## config.mk

```make
export PLATFORM = sky130hd
export DESIGN_NAME = pc_sequencer
export DESIGN_NICKNAME = d
export VERILOG_FILES = /design/src/rtl/pc_seq_pkg.sv /design/src/rtl/pc_redirect_buf.sv /design/src/rtl/pc_sequencer.sv
export SDC_FILE = /design/constraint.sdc
export NUM_CORES = 1
export LEC_CHECK = 0
export CAP_MARGIN = 15
export CELL_PAD_IN_SITES_DETAIL_PLACEMENT = 0
export CELL_PAD_IN_SITES_GLOBAL_PLACEMENT = 1
export CORE_ASPECT_RATIO = 1.75
export CORE_MARGIN = 2
export CORE_UTILIZATION = 29
export CTS_CLUSTER_SIZE = 25
export DETAILED_ROUTE_END_ITERATION = 12
export PLACE_DENSITY = 0.91
export SYNTH_ARGS = -nofsm -noshare
export SYNTH_HDL_FRONTEND = slang
export SYNTH_HIERARCHICAL = 1
export SYNTH_SLANG_ARGS = --single-unit
```

## constraint.sdc

```tcl
create_clock -name clock -period 2.3 [get_ports clock]
set_input_delay 0.23 -clock clock [delete_from_list [all_inputs] [get_ports clock]]
set_output_delay 0.23 -clock clock [all_outputs]
set_load 0.05 [all_outputs]
```

## src/rtl/pc_seq_pkg.sv

```systemverilog
`default_nettype none
// +-------------------------------------------------------------------------+
// | pc_seq_pkg : shared types and constants for the next-PC sequencer        |
// | Rev 1.0                                                                  |
// +-------------------------------------------------------------------------+
package pc_seq_pkg;

  typedef enum logic [1:0] {
    ST_RUN    = 2'd0,
    ST_WAIT   = 2'd1,
    ST_HALTED = 2'd2
  } pc_state_e;

  localparam logic [31:0] PC_STEP              = 32'd4;
  localparam logic [31:0] DEFAULT_RESET_VECTOR = 32'h0000_0000;
  localparam logic [31:0] DEFAULT_TRAP_VECTOR  = 32'h0000_0080;

  function automatic logic [31:0] word_align(input logic [31:0] addr);
    return addr & ~32'h3;
  endfunction

endpackage
`default_nettype wire

```

## src/rtl/pc_redirect_buf.sv

```systemverilog
`default_nettype none
// +-------------------------------------------------------------------------+
// | pc_redirect_buf : 1-deep deferred redirect register (load beats clear)   |
// | Rev 1.0                                                                  |
// +-------------------------------------------------------------------------+
module pc_redirect_buf
  import pc_seq_pkg::*;
(
  input  logic        clock,
  input  logic        reset,
  input  logic        load_i,
  input  logic [31:0] load_target_i,
  input  logic        clear_i,
  output logic        pend_valid_o,
  output logic [31:0] pend_target_o
);

  logic        valid_q, valid_d;
  logic [31:0] target_q, target_d;

  // A newer redirect simply overwrites whatever was waiting.
  always_comb begin
    valid_d  = valid_q;
    target_d = target_q;
    if (load_i) begin
      valid_d  = 1'b1;
      target_d = load_target_i;
    end else if (clear_i) begin
      valid_d  = 1'b0;
    end
  end

  always_ff @(posedge clock) begin
    if (reset) begin
      valid_q  <= 1'b0;
      target_q <= '0;
    end else begin
      valid_q  <= valid_d;
      target_q <= target_d;
    end
  end

  assign pend_valid_o  = valid_q;
  assign pend_target_o = target_q;

endmodule
`default_nettype wire

```

## src/rtl/pc_sequencer.sv

```systemverilog
`default_nettype none
// +-------------------------------------------------------------------------+
// | pc_sequencer : next-PC controller feeding the enable-less PC register.   |
// | Optional misaligned-target trap: define PC_SEQ_MISALIGN_TRAP_EN.  Rev 1.0 |
// +-------------------------------------------------------------------------+
module pc_sequencer
  import pc_seq_pkg::*;
#(
  parameter logic [31:0] RESET_VECTOR = DEFAULT_RESET_VECTOR,
  parameter logic [31:0] TRAP_VECTOR  = DEFAULT_TRAP_VECTOR
) (
  input  logic        clock,
  input  logic        reset,
  input  logic [31:0] pc,
  input  logic        imem_ready,
  input  logic        stall,
  input  logic        jump,
  input  logic [31:0] jump_target,
  input  logic        branch_taken,
  input  logic [31:0] branch_target,
  input  logic        halt,
  input  logic        resume,
  output logic [31:0] next_pc,
  output logic        fetch_fire,
  output logic [1:0]  state,
  output logic        trap,
  output logic [31:0] epc
);

  pc_state_e   state_q, state_d;
  logic        hold, redir, active;
  logic [31:0] tgt, apply_tgt, applied_pc;
  logic        apply_en, pend_load, pend_clear, pend_valid;
  logic [31:0] pend_target;

  assign hold      = stall | ~imem_ready;
  assign redir     = jump | branch_taken;
  assign tgt       = jump ? jump_target : branch_target;
  assign active    = (state_q == ST_RUN) || (state_q == ST_WAIT);
  assign apply_tgt = redir ? tgt : pend_target;

`ifdef PC_SEQ_MISALIGN_TRAP_EN
  logic        misalign;
  logic        trap_q;
  logic [31:0] epc_q;
  assign misalign   = apply_en & (apply_tgt[1:0] != 2'b00);
  assign applied_pc = misalign ? TRAP_VECTOR : apply_tgt;
  assign trap       = trap_q;
  assign epc        = epc_q;
`else
  logic unused_trap_vector;
  assign unused_trap_vector = ^TRAP_VECTOR;
  assign applied_pc = word_align(apply_tgt);
  assign trap       = 1'b0;
  assign epc        = '0;
`endif

  pc_redirect_buf u_redirect_buf (
    .clock         (clock),
    .reset         (reset),
    .load_i        (pend_load),
    .load_target_i (tgt),
    .clear_i       (pend_clear),
    .pend_valid_o  (pend_valid),
    .pend_target_o (pend_target)
  );

  always_ff @(posedge clock) begin
    if (reset) begin
      state_q <= ST_RUN;
`ifdef PC_SEQ_MISALIGN_TRAP_EN
      trap_q  <= 1'b0;
      epc_q   <= '0;
`endif
    end else begin
      state_q <= state_d;
`ifdef PC_SEQ_MISALIGN_TRAP_EN
      trap_q  <= misalign;
      if (misalign) epc_q <= apply_tgt;
`endif
    end
  end

  // Halt only counts once the halting instruction has actually been consumed.
  always_comb begin
    state_d = state_q;
    case (state_q)
      ST_RUN, ST_WAIT: begin
        if (hold)      state_d = ST_WAIT;
        else if (halt) state_d = ST_HALTED;
        else           state_d = ST_RUN;
      end
      ST_HALTED: if (resume) state_d = ST_RUN;
      default:   state_d = ST_RUN;
    endcase
  end

  always_comb begin
    next_pc    = pc + PC_STEP;
    pend_load  = 1'b0;
    pend_clear = 1'b0;
    apply_en   = 1'b0;
    if (reset) begin
      next_pc = RESET_VECTOR;
    end else if (!active) begin
      next_pc = pc;
    end else if (hold) begin
      next_pc   = pc;
      pend_load = redir;
    end else if (redir || pend_valid) begin
      apply_en   = 1'b1;
      pend_clear = 1'b1;
      next_pc    = applied_pc;
    end
  end

  assign fetch_fire = active & ~hold & ~reset;
  assign state      = state_q;

endmodule
`default_nettype wire
```

==> impl_metrics.py <==
metrics = {
    "min_path": {
        "hold-path-cell-count": 3,
        "hold-path-endpoint": "u_redirect_buf/pend_target_o[11]",
        "worstHoldPathType": "in2reg",
        "min_from": "reset",
    },
    "yosys": {
        "yosys_warnings": 6,
        "syn_inst": 475,
        "syn_area_mm2": 0.00353,
        "synth.avg_cell_area_um2": 7.43,
    },
    "setup_path": {
        "cp_data_required_time_ns": 2.07,
        "crit_type": "reg2out",
        "critPathArrivalTime_ns": 2.02,
        "cp_cell_sequence": "nor3b_4 > nand2_2 > nor3_4 > or4b_4 > nand3_4 > buf_12",
        "critPathSlowestCell": "or4b_4",
        "crit_path_start_kind": "flip-flop",
        "r2r_start": "state[1]",
        "reg2reg_depth": 5,
        "critPathMaxStageDelay_ns": 0.50,
        "critPathCaptureType": "primary output",
        "r2r_end": "u_redirect_buf/pend_target_o[5]",
        "cp_max_fo": 4,
        "rrSetupSlack_ns": 0.67,
    },
    "detailed_routing": {
        "firstDrtPassIters": 5,
        "drt-initial-drc-count": 339,
        "ant_nets": 0,
        "num_vias": 4273,
        "drc_errors": 0,
        "via_per_inst": 5.33,
        "routedWlPerCell_um": 16.8,
        "finalWirelength_mm": 13.5,
    },
    "clocking": {
        "cts_tree": "done",
        "numCtsBuffers": 5,
        "path_clk_slew_ns": 0.06,
        "clock_latency_ns": 0.28,
        "cts_root_buf": "clkbuf_16",
        "cts.sinks": 33,
        "clockBufferDepth": 2,
        "ctsHoldBuffers": 0,
        "h-tree-depth": 2,
    },
    "timing": {
        "post-route-period-util_pct": 97.8,
        "report.final.hold_viol_count": 0,
        "slew_headroom_pct": 66.7,
        "setup_slack_ns": 0.0514,
        "max_freq_ghz": 0.445,
        "fin_skew_ns": 0.00616,
        "period_needed_ns": 2.25,
        "timing.hold.ws_ns": 0.451,
        "worst_slew_pin_slew_ns": 0.497,
        "fin_tns_setup_ns": 0,
        "setup_violations": 0,
        "slew_violations": 0,
    },
    "layout": {
        "areaGrowthSynthToFinish_pct": 71.2,
        "final_nets": 767,
        "drive_gt1_share_pct": 30.0,
        "fin_area_mm2": 0.00604,
        "nFillCells": 1123,
    },
    "placed_design": {
        "io_buffers": 134,
        "placed_area_mm2": 0.00576,
        "globalplace.congestion": 0.968,
        "hpwl_mm": 10.6,
        "dpl_worst_slack_ns": -0.244,
    },
    "run_status": {
        "status": "complete, no violations",
    },
    "floorplanning": {
        "core-area_mm2": 0.0119,
        "die_area_mm2": 0.0131,
        "initial_core_util_pct": 29.5,
        "die_height_um": 150,
        "rows": 53,
        "die_x_um": 87.4,
        "ios": 172,
    },
    "power": {
        "p_leak_nw": 2.42,
        "ir_drop_v": 0.000285,
        "powerDensity_mw_per_mm2": 420,
    },
    "grt": {
        "grt_pass1_wl_mm": 20.5,
        "overflow": 0,
        "grt_usage_pct": 19.9,
        "antenna_found_initial": 1,
        "grt_pass1_vias": 4173,
        "grt_max_degree": 59,
    },
    "run": {
        "cap_violations": 0,
    },
}
metal layers:
| layer | routed length [um] | GRT usage, % | vias to the layer above |
|---|---|---|---|
| li1 | - | - | 2048 |
| met1 | 5050 | 22.7 | 1984 |
| met2 | 7000 | 34.5 | 193 |
| met3 | 677 | 1.54 | 48 |
| met4 | 742 | 13.1 | 0 |
| met5 | 0 | 0 | - |
how the worst max path moves through the flow:
stage                     slack (ns)                         from          end  depth (start not counted)
final                           0.05                     state[1]  next_pc[26]                          6
after detailed placement       -0.24                        pc[2]  next_pc[24]                          9
after global placement         -0.18                        pc[2]  next_pc[20]                          8
after floorplan                -0.24                     state[1]  next_pc[24]                          4
after global routing           -0.01  u_redirect_buf/pend_valid_o  next_pc[23]                          7
after CTS                       0.05  u_redirect_buf/pend_valid_o  next_pc[18]                          7
cell usage in the layout, fill, tap and decap left out, types with 4 or more instances in the layout:
| master | n |
|---|---|
| mux2i_1 | 31 |
| nand2b_1 | 5 |
| nand3b_1 | 4 |
| dfxtp_1 | 33 |
| nand3_1 | 21 |
| nor2b_1 | 4 |
| buf_12 | 35 |
| o211ai_1 | 9 |
| buf_6 | 8 |
| a21oi_2 | 7 |
| o21ai_0 | 26 |
| conb_1 | 33 |
| and2_1 | 4 |
| buf_4 | 73 |
| nor2_2 | 4 |
| o21ai_1 | 5 |
| clkdlybuf4s15_1 | 4 |
| inv_1 | 17 |
| nand4_1 | 10 |
| dlygate4sd2_1 | 14 |
| a31oi_1 | 8 |
| a22oi_1 | 5 |
| nand2_1 | 32 |
| clkbuf_16 | 5 |
| nor3_1 | 6 |
| clkdlybuf4s50_1 | 80 |
| a21oi_1 | 21 |
| nor2_1 | 55 |
| mux2_2 | 24 |
sequential cells by signal (all words and copies together) (netlist names):
signal,flops
u_redirect_buf/pend_valid_o,1
state,2
u_redirect_buf/pend_target_o,30
metrics by stage:
stage          total power, W  utilization (%)  instances
2_1_floorplan         0.00135                -        507
3_3_place_gp          0.00186             48.3        786
3_5_place_dp          0.00187             48.3        786
4_1_cts               0.00254             50.5        800
5_1_grt               0.00263             50.6        801
6_report              0.00253             50.6        801
worst max-delay path, delay by kind of cell, from the launching register on:
| kind | cells | cell delay, ns |
|---|---|---|
| simple gates | 5 | 1.26 |
| flops | 1 | 0.33 |
| buf+inv | 1 | 0.14 |
area by class of cell:
class | count | area (um^2) | area share (%)
tap | 137 | 171 | 2.84
sequential | 33 | 661 | 10.9
clock buffer | 6 | 129 | 2.13
clock inverter | 2 | 10.0 | 0.166
multi-input combinational | 388 | 2680 | 44.4
antenna | 1 | 2.50 | 0.0414
inverter | 17 | 63.8 | 1.06
timing repair buffer | 217 | 2320 | 38.4
power by group:
group | switching, W | internal [W]
registers | 0.0000189 | 0.000609
logic | 0.000694 | 0.000566
clock network | 0.000249 | 0.000397
total | 0.000962 | 0.00157
what timing repair did:
action	CTS	global route
endpoints found under the setup margin	29	10
setup buffers	6	0
pin swaps	25	3
resized for setup	44	13
(Power assumes the default switching activity.)
